File: src/rtl/mmio_bridge.sv
// CPU byte-bus bridge: RAM/IO decode, UART TX/RX byte FIFOs,
// free-running cycle counter with snapshot, program-stop pulse.
module mmio_bridge #(
  parameter int FIFO_LOG    = 4,
  parameter int FULL_MARGIN = 2
) (
  input  logic        clk_in,
  input  logic        rst_in,
  input  logic        rdy_in,
  input  logic [31:0] cpu_a,
  input  logic [7:0]  cpu_dout,
  input  logic        cpu_wr,
  output logic [7:0]  cpu_din,
  output logic        io_buffer_full,
  output logic [16:0] ram_a,
  output logic        ram_wr,
  output logic [7:0]  ram_dout,
  input  logic [7:0]  ram_din,
  output logic [7:0]  tx_data,
  output logic        tx_valid,
  input  logic        tx_ready,
  input  logic [7:0]  rx_data,
  input  logic        rx_valid,
  output logic        program_finish
);
  localparam int DEPTH = 1 << FIFO_LOG;
  localparam int HIGH  = DEPTH - FULL_MARGIN;
  localparam logic [FIFO_LOG:0] CNT_FULL = DEPTH[FIFO_LOG:0];
  localparam logic [FIFO_LOG:0] CNT_HIGH = HIGH[FIFO_LOG:0];

  typedef enum logic [2:0] {
    S_ZERO, S_RAM, S_RX, S_CNT0, S_CNT1, S_CNT2, S_CNT3
  } sel_t;

  sel_t                sel, sel_nxt;
  logic                io, hit_data, hit_cnt;
  logic                rd_en, wr_en, fin_hit;
  logic [7:0]          tx_mem [DEPTH];
  logic [7:0]          rx_mem [DEPTH];
  logic [FIFO_LOG-1:0] tx_wp, tx_rp, rx_wp, rx_rp;
  logic [FIFO_LOG:0]   tx_count, rx_count;
  logic [FIFO_LOG:0]   tx_cnt_nxt, rx_cnt_nxt;
  logic                tx_push, tx_ok, tx_pop;
  logic                rx_ok, rx_pop;
  logic [7:0]          tx_byte, rx_q;
  logic [31:0]         cycle_cnt, snap;
  logic                tx_overflow, rx_overflow;
  logic                unused_bits;

  assign io       = (cpu_a[17:16] == 2'b11);
  assign hit_data = io && (cpu_a[15:0] == 16'h0000);
  assign hit_cnt  = io && (cpu_a[15:2] == 14'h0001);
  assign rd_en    = rdy_in && !cpu_wr;
  assign wr_en    = rdy_in && cpu_wr;
  assign fin_hit  = wr_en && hit_cnt
                 && (cpu_a[1:0] == 2'b00);

  assign ram_a    = cpu_a[16:0];
  assign ram_dout = cpu_dout;
  assign ram_wr   = cpu_wr && !io && rdy_in;

  // the stop write injects a 0x00 marker past the zero filter
  assign tx_push  = (wr_en && hit_data
                 && (cpu_dout != 8'h00)) || fin_hit;
  assign tx_byte  = hit_data ? cpu_dout : 8'h00;
  assign tx_ok    = tx_push && (tx_count != CNT_FULL);
  assign tx_valid = (tx_count != '0);
  assign tx_data  = tx_mem[tx_rp];
  assign tx_pop   = tx_valid && tx_ready;

  assign rx_ok    = rx_valid && (rx_count != CNT_FULL);
  assign rx_pop   = rd_en && hit_data && (rx_count != '0);

  assign unused_bits = ^{cpu_a[31:18], tx_overflow, rx_overflow};

  // next FIFO occupancies
  always_comb begin
    tx_cnt_nxt = tx_count;
    rx_cnt_nxt = rx_count;
    if (tx_ok && !tx_pop) tx_cnt_nxt = tx_count + 1'b1;
    else if (!tx_ok && tx_pop) tx_cnt_nxt = tx_count - 1'b1;
    if (rx_ok && !rx_pop) rx_cnt_nxt = rx_count + 1'b1;
    else if (!rx_ok && rx_pop) rx_cnt_nxt = rx_count - 1'b1;
  end

  // read-source select for the next cycle's cpu_din
  always_comb begin
    sel_nxt = sel;
    if (rd_en) begin
      unique case (1'b1)
        !io:      sel_nxt = S_RAM;
        hit_data: sel_nxt = S_RX;
        hit_cnt: begin
          case (cpu_a[1:0])
            2'd0:    sel_nxt = S_CNT0;
            2'd1:    sel_nxt = S_CNT1;
            2'd2:    sel_nxt = S_CNT2;
            default: sel_nxt = S_CNT3;
          endcase
        end
        default:  sel_nxt = S_ZERO;
      endcase
    end
  end

  // cpu read data mux
  always_comb begin
    cpu_din = 8'h00;
    case (sel)
      S_RAM:   cpu_din = ram_din;
      S_RX:    cpu_din = rx_q;
      S_CNT0:  cpu_din = snap[7:0];
      S_CNT1:  cpu_din = snap[15:8];
      S_CNT2:  cpu_din = snap[23:16];
      S_CNT3:  cpu_din = snap[31:24];
      default: cpu_din = 8'h00;
    endcase
  end

  // FIFO storage, contents need no reset
  always_ff @(posedge clk_in) begin
    if (tx_ok) tx_mem[tx_wp] <= tx_byte;
    if (rx_ok) rx_mem[rx_wp] <= rx_data;
  end

  // FIFO pointers/counts run regardless of rdy_in
  always_ff @(posedge clk_in or negedge rst_in) begin
    if (!rst_in) begin
      tx_wp          <= '0;
      tx_rp          <= '0;
      tx_count       <= '0;
      rx_wp          <= '0;
      rx_rp          <= '0;
      rx_count       <= '0;
      tx_overflow    <= 1'b0;
      rx_overflow    <= 1'b0;
      io_buffer_full <= 1'b0;
      program_finish <= 1'b0;
    end else begin
      tx_count <= tx_cnt_nxt;
      rx_count <= rx_cnt_nxt;
      if (tx_ok)  tx_wp <= tx_wp + 1'b1;
      if (tx_pop) tx_rp <= tx_rp + 1'b1;
      if (rx_ok)  rx_wp <= rx_wp + 1'b1;
      if (rx_pop) rx_rp <= rx_rp + 1'b1;
      if (tx_push && !tx_ok) tx_overflow <= 1'b1;
      if (rx_valid && !rx_ok) rx_overflow <= 1'b1;
      io_buffer_full <= (tx_cnt_nxt >= CNT_HIGH);
      program_finish <= fin_hit;
    end
  end

  // cpu-side state, frozen while rdy_in is low
  always_ff @(posedge clk_in or negedge rst_in) begin
    if (!rst_in) begin
      sel       <= S_ZERO;
      rx_q      <= 8'h00;
      cycle_cnt <= '0;
      snap      <= '0;
    end else if (rdy_in) begin
      sel       <= sel_nxt;
      cycle_cnt <= cycle_cnt + 32'd1;
      if (rd_en && hit_data)
        rx_q <= (rx_count != '0) ? rx_mem[rx_rp] : 8'h00;
      if (rd_en && hit_cnt && (cpu_a[1:0] == 2'b00))
        snap <= cycle_cnt;
    end
  end
endmodule

File: config.mk
export PLATFORM = sky130hd
export DESIGN_NAME = mmio_bridge
export DESIGN_NICKNAME = d
export VERILOG_FILES = /design/src/rtl/mmio_bridge.sv
export SDC_FILE = /design/constraint.sdc
export NUM_CORES = 1
export LEC_CHECK = 0
export CAP_MARGIN = 0
export CORE_MARGIN = 2
export CORE_UTILIZATION = 46
export CTS_CLUSTER_DIAMETER = 50
export DETAILED_ROUTE_END_ITERATION = 16
export SYNTH_ARGS = -nofsm -noshare
export SYNTH_HDL_FRONTEND = slang
export SYNTH_SLANG_ARGS = --single-unit
File: constraint.sdc
create_clock -name clk_in -period 3.25 [get_ports clk_in]
set_input_delay 0.325 -clock clk_in [delete_from_list [all_inputs] [get_ports clk_in]]
set_output_delay 0.325 -clock clk_in [all_outputs]
set_load 0.01 [all_outputs]
* Yosys cells after proc, flatten, opt, wreduce, memory -nomap -nowiden
Memories as Yosys holds them, arrays and structs flattened.
Index checks and enable logic that the tools add are counted.
** Storage, ports and cells
- Output and inout bits :: 45
- Memories kept :: 2
- Register bits :: 103
- Input port bits :: 62
- Bits in writable memories :: 256
- Memory bits (read-only) :: 0
- Word-level logic and storage cells :: 86
- Latch bits :: 0
** Cells by class
- Shift-type cells :: 0
- Mux-type cells :: 13
- Bitwise operators :: 0
- Div/mod/pow operators :: 0
- Order comparisons :: 1
- Eq/ne operators :: 12
- Reduce and logical (&&, ||, !) cells :: 37
- Multiply operators :: 0
- Add/sub/neg operators :: 9
** Memories
- rx_mem :: words 16, width 8, rd ports 1, clocked after memory_dff 0, write ports 1, line 39 : logic [7:0] rx_mem [DEPTH];
- tx_mem :: words 16, width 8, rd ports 1, clocked after memory_dff 0, write ports 1, line 38 : logic [7:0] tx_mem [DEPTH];
** Operators by type and width (count)
- $pmux W8 S6 :: 1
- $add A32 B1 Y32 const B :: 1
- $logic_and A1 B1 Y1 :: 21
- $mux W5 :: 4
- $pmux W3 S3 :: 2
- $add A4 B1 Y4 const B :: 4
- $logic_not A16 Y1 :: 1
- $mux W8 :: 2
- $eq A14 B1 Y1 const B :: 1
- $add A5 B1 Y5 const B :: 2
- $ne A5 B5 Y1 const B :: 2
- $reduce_bool A5 Y1 :: 2
- $sub A5 B1 Y5 const B :: 2
- $eq A3 B3 Y1 const B :: 3
- $reduce_bool A8 Y1 :: 1
- $eq A3 B2 Y1 const B :: 2
- $logic_not A1 Y1 :: 6
- $reduce_and A2 Y1 :: 3
- $ge A5 B4 Y1 const B :: 1
- $eq A2 B2 Y1 const B :: 2
- $mux W1 :: 4
- $eq A3 B1 Y1 const B :: 1
- $eq A2 B1 Y1 const B :: 1
- $logic_not A2 Y1 :: 1
- 2 further kinds :: 2

* Depth between registers and ports, before layout
- Word-level depth :: 11
- Mapped depth :: 15
- Depth with buffers taken out :: 14

* Least setup slack after synthesis
No wires, ideal clock.
- Path kind :: input to register
- Start point :: input port cpu_a[0]
- End point :: register rx_count[4]
- Path buffers :: 1
- Setup time :: 0.125 ns
- Stages on the path :: 15
- Data arrival time :: 2.726 ns
- Data required time :: 3.125 ns
- Setup slack :: 0.399 ns
- Cells stage by stage :: inv_1 -> ha_1 -> nor4b_1 -> nand4_1 -> nor2_1 -> clkbuf_1 -> nand3_1 -> ha_1 -> inv_1 -> ha_1 -> a21o_1 -> a21oi_1 -> xnor2_1 -> nor2_1 -> xor2_1
** Between the ends
- Longest elaborated chain between the ends :: 7
- Elaborated cells between the ends (all ways) :: 9
- Those cells by class :: 1 x mux; 8 x reduce/logical
** RTL lines
- from (decl) :: line 10 : input logic [31:0] cpu_a,
- $logic_not A16 Y1 (*) :: line 51 : assign hit_data = io && (cpu_a[15:0] == 16'h0000);
- $logic_and A1 B1 Y1 (*) :: line 51
- $logic_and A1 B1 Y1 (*) (2 in series) :: line 72 : assign rx_pop = rd_en && hit_data && (rx_count != '0);
- $logic_not A1 Y1 :: line 82 : if (rx_ok && !rx_pop) rx_cnt_nxt = rx_count + 1'b1;
- $logic_and A1 B1 Y1 :: line 82
- $mux W5 or $reduce_bool A2 Y1 (tied branches)
- to (signal assigned) :: line 141 : rx_count <= rx_cnt_nxt;
- to (decl) :: line 41 : logic [FIFO_LOG:0] tx_count, rx_count;
Mark *: on every way between the ends. The rest lies on a longest branch, timed or not.
A chain may end at the register's enable or synchronous reset.

* Worst setup path after layout
- Start point :: register tx_rp[0]
- End point :: output port tx_data[7]
** Between the ends
- Longest elaborated chain between the ends :: 1
** RTL lines
- from (decl) :: line 40 : logic [FIFO_LOG-1:0] tx_wp, tx_rp, rx_wp, rx_rp;
- from (signal assigned) :: line 143 : if (tx_pop) tx_rp <= tx_rp + 1'b1;
- $mem_v2 Z16 W8
- to (decl) :: line 19 : output logic [7:0] tx_data,
Every way passes these cells.

==> metrics.csv <==
metric,value,unit
outcome,"complete, no violations",
critical path class,reg -> out,
placeable core area,32500,sq um
Rows,66,
"Avg Cell Area, Syn",17.1,sq um
measured slew at the worst slew-check pin,0.711,ns
full die area,34400,sq um
I/O Buffers,92,
routing usage on met2,29.9,%
maxcap violations,0,
P&R area growth vs syn,20.5,%
Synth Warn #,0,
CTS tree,done,
Post-DP Area,16900,sq um
die height,185,um
mapped cell area,15100,sq um
Pleak,6.46,nW
top-count cell post-synth,edfxtp_1,
peak supply drop,0.503,mV
r2r endpoint,rx_count[4],
Syn Inst Count,885,
"Cell Count, Final, Fillers Out",1507,
Iteration-0 DRC Markers,676,
DRT Pass-1 Iters,5,
final hold viol count,0,
most area-hungry cell type in the Yosys netlist,edfxtp_1,
Hold Path Class,in -> async,
CP Capture Type,output pin,
"Buf+Inv Stages, Crit Path",2,
syn nets,968,
Residual DRC,0,
IO Pins,107,
Antenna Cells,0,
antenna violations before repair,1,
Area contributors post-synth,"edfxtp_1 51%, dfrtp_1 17%, mux4_2 12%",
Pwr Total,0.0120,W
worst setup path startpoint,tx_rp[0],
Initial Util,46.7,%
post-synth top area share,50.8,%
Netlist cell types,55,
# fillers,2525,
CTS Buf Count,42,
WP depth,4,
post-route minimum period,3.11,ns
clk slew on worst S/H paths,0.06,ns
r2r setup slk,0.47,ns
Post-synth ARST share,28.7,%
antenna-violating nets left,0,
register area,10300,sq um
critical-path cell list,"buf_12, mux4_2, mux4_2, clkdlybuf4s50_1",
cells on worst reg2reg path,12,
layout cells sized above 1,25.4,%
"Slowest-stage cell, CP",mux4_2,
CP Data Arrival Time,2.79,ns
post-CTS setup buffer count,0,
Bufs on Longest Clock Path,3,
CP most frequent cell,mux4_2,
GRT Max-Usage Layer,met2,
pre-CTS setup slack,-0.175,ns
number of global-route vias before repair,8135,
Nets,1117,
crit-path max cell delay,0.61,ns
CTS resizes,0,
drt wl/cell,21.0,um
largest net degree at the start of global routing,53,
Slew HR,52.6,%
setup TNS,0,ns
Critical Path End,tx_data[7],
worst skew pair latency,0.54,ns
crit start category,flop,
vias per cell,5.34,
RSZ-0062 raised after global routing,false,
root buffer cell,clkbuf_16,
met3 GRT Util,2.87,%
Max Clock Freq,0.321,GHz
Final Cycle Share,95.8,%
power per cell area,659,nW/um^2
via count,8041,
die width,185,um
# setup viols final,0,
placed cell count,1431,
total track usage,19.1,%
DP Wirelength,21800,um
Reg-to-Reg Start,rx_count[0],
final worst slack,0.135,ns
multi-input logic area,4450,sq um
number of flops mapped to enable cells by yosys,256,
grt ovf,0,
WP data required,2.92,ns
final WL,31700,um
first-pass GRT wire length,49000,um
worst clock skew,0.0185,ns
Slew Limit Fails,0,
GR Util met1,28.2,%
htree depth,2,
post-route cell area,18300,sq um
Most used DFF post-synth,edfxtp_1,
top post-synthesis cells by count,"256 x edfxtp_1, 103 x dfrtp_1, 80 x mux4_2",
cell family with most CP delay,multiplexers,
"Max FO, Critical Path",27,
Clock Sinks,359,
#FFs+latches synth,359,
register area share after synthesis,67.8,%
GPL Wtd Cong,0.775,
==> cell type report <==
class / instances / area share, %
Timing Repair Buffer: 166 / 8.36
Multi-Input combinational cell: 442 / 24.4
Clock inverter: 20 / 1.30
Sequential cell: 359 / 56.2
Inverter: 23 / 0.473
Tap cell: 442 / 3.03
Clock buffer: 55 / 6.19
==> state kept, by name (all words and copies together) (netlist names) <==
signal,cells
rx_q,8
io_buffer_full,1
rx_mem,128
tx_rp,4
cycle_cnt,32
rx_wp,4
tx_mem,128
sel,3
rx_rp,4
snap,32
tx_wp,4
program_finish,1
rx_count,5
tx_count,5
==> worst reg2reg max path: cells and delay by family, from the launching register on <==
| kind | cells | cell delay [ns] |
|---|---|---|
| AOI/OAI and AO/OA | 2 | 0.33 |
| and+or+nand+nor | 4 | 0.85 |
| adders and majority gates | 2 | 0.55 |
| DFF | 1 | 0.44 |
| buffers and inverters | 2 | 0.21 |
| xor gates and xnor gates | 2 | 0.29 |
==> per-layer routing <==
layer  wire (um)  vias to the layer above
li1            -                     3682
met5           0                        -
met1       14900                     4121
met4         510                        0
met3        1460                       41
met2       14800                      197
==> report_power, final <==
group | total (W) | internal [W] | leakage (nW) | switching [W]
combinational | 0.00195 | 0.00103 | 2.27 | 0.000913
clock | 0.00457 | 0.00273 | 0.663 | 0.00184
sequential | 0.00552 | 0.00522 | 3.52 | 0.000306
total | 0.0120 | 0.00898 | 6.46 | 0.00306
==> worst min path at each step <==
stage / from / to / slack (ns) / depth (start not counted)
after global routing: rst_in / tx_count[1] / 0.44 / 2
final: rst_in / tx_rp[3] / 0.39 / 2
after detailed placement: rst_in / tx_rp[3] / 0.42 / 1
after CTS: rst_in / cycle_cnt[13] / 0.41 / 2
after floorplan: rst_in / cycle_cnt[0] / 0.03 / 0
after global placement: rst_in / tx_rp[3] / 0.43 / 1
==> cell usage in the layout, fill, tap and decap left out, types with 5 or more instances in the layout <==
| master | Yosys | layout |
|---|---|---|
| nor2b_1 | 6 | 6 |
| nand2b_1 | 9 | 9 |
| clkdlybuf4s50_1 | 0 | 91 |
| clkbuf_16 | 0 | 42 |
| and2_1 | 9 | 9 |
| clkinv_2 | 0 | 5 |
| a21oi_1 | 12 | 12 |
| inv_1 | 23 | 23 |
| xnor2_1 | 38 | 38 |
| nor3_1 | 14 | 14 |
| clkbuf_1 | 16 | 10 |
| nor2_1 | 43 | 43 |
| buf_4 | 27 | 70 |
| dfrtp_1 | 103 | 101 |
| nand2_1 | 49 | 49 |
| mux2i_1 | 9 | 9 |
| a32oi_1 | 5 | 5 |
| nand3_1 | 15 | 15 |
| o21ai_0 | 17 | 17 |
| ha_1 | 20 | 20 |
| xor2_1 | 14 | 14 |
| edfxtp_1 | 256 | 256 |
| nand4_1 | 13 | 13 |
| mux4_2 | 80 | 80 |
| mux2_2 | 37 | 37 |
==> cell families (layout without fill, tap and decap cells) <==
group | count (synthesis) | in the layout | synth area share (%)
compound gates | 53 | 53 | 2.36
xor+xnor | 52 | 52 | 3.01
fa+ha+maj | 21 | 21 | 1.78
buf+inv | 84 | 264 | 2.82
flops | 359 | 359 | 67.8
mux | 126 | 126 | 15.2
simple gates | 190 | 190 | 7.01
==> per-stage QoR <==
stage	util, %	hold WS, ns
after global placement	52.0	0.427
after detailed placement	52.0	0.425
final	56.2	0.386
after CTS	56.2	0.413
after floorplan	-	0.0294
after global routing	56.2	0.440
==> timing repair <==
| item | 4_1_cts | 5_1_grt |
|---|---|---|
| hold buffers | 1 | 0 |
| hold endpoints to repair | 51 | 0 |
| endpoints found under the setup margin | 0 | 0 |
No activity file was read; power rests on OpenSTA's default activity.
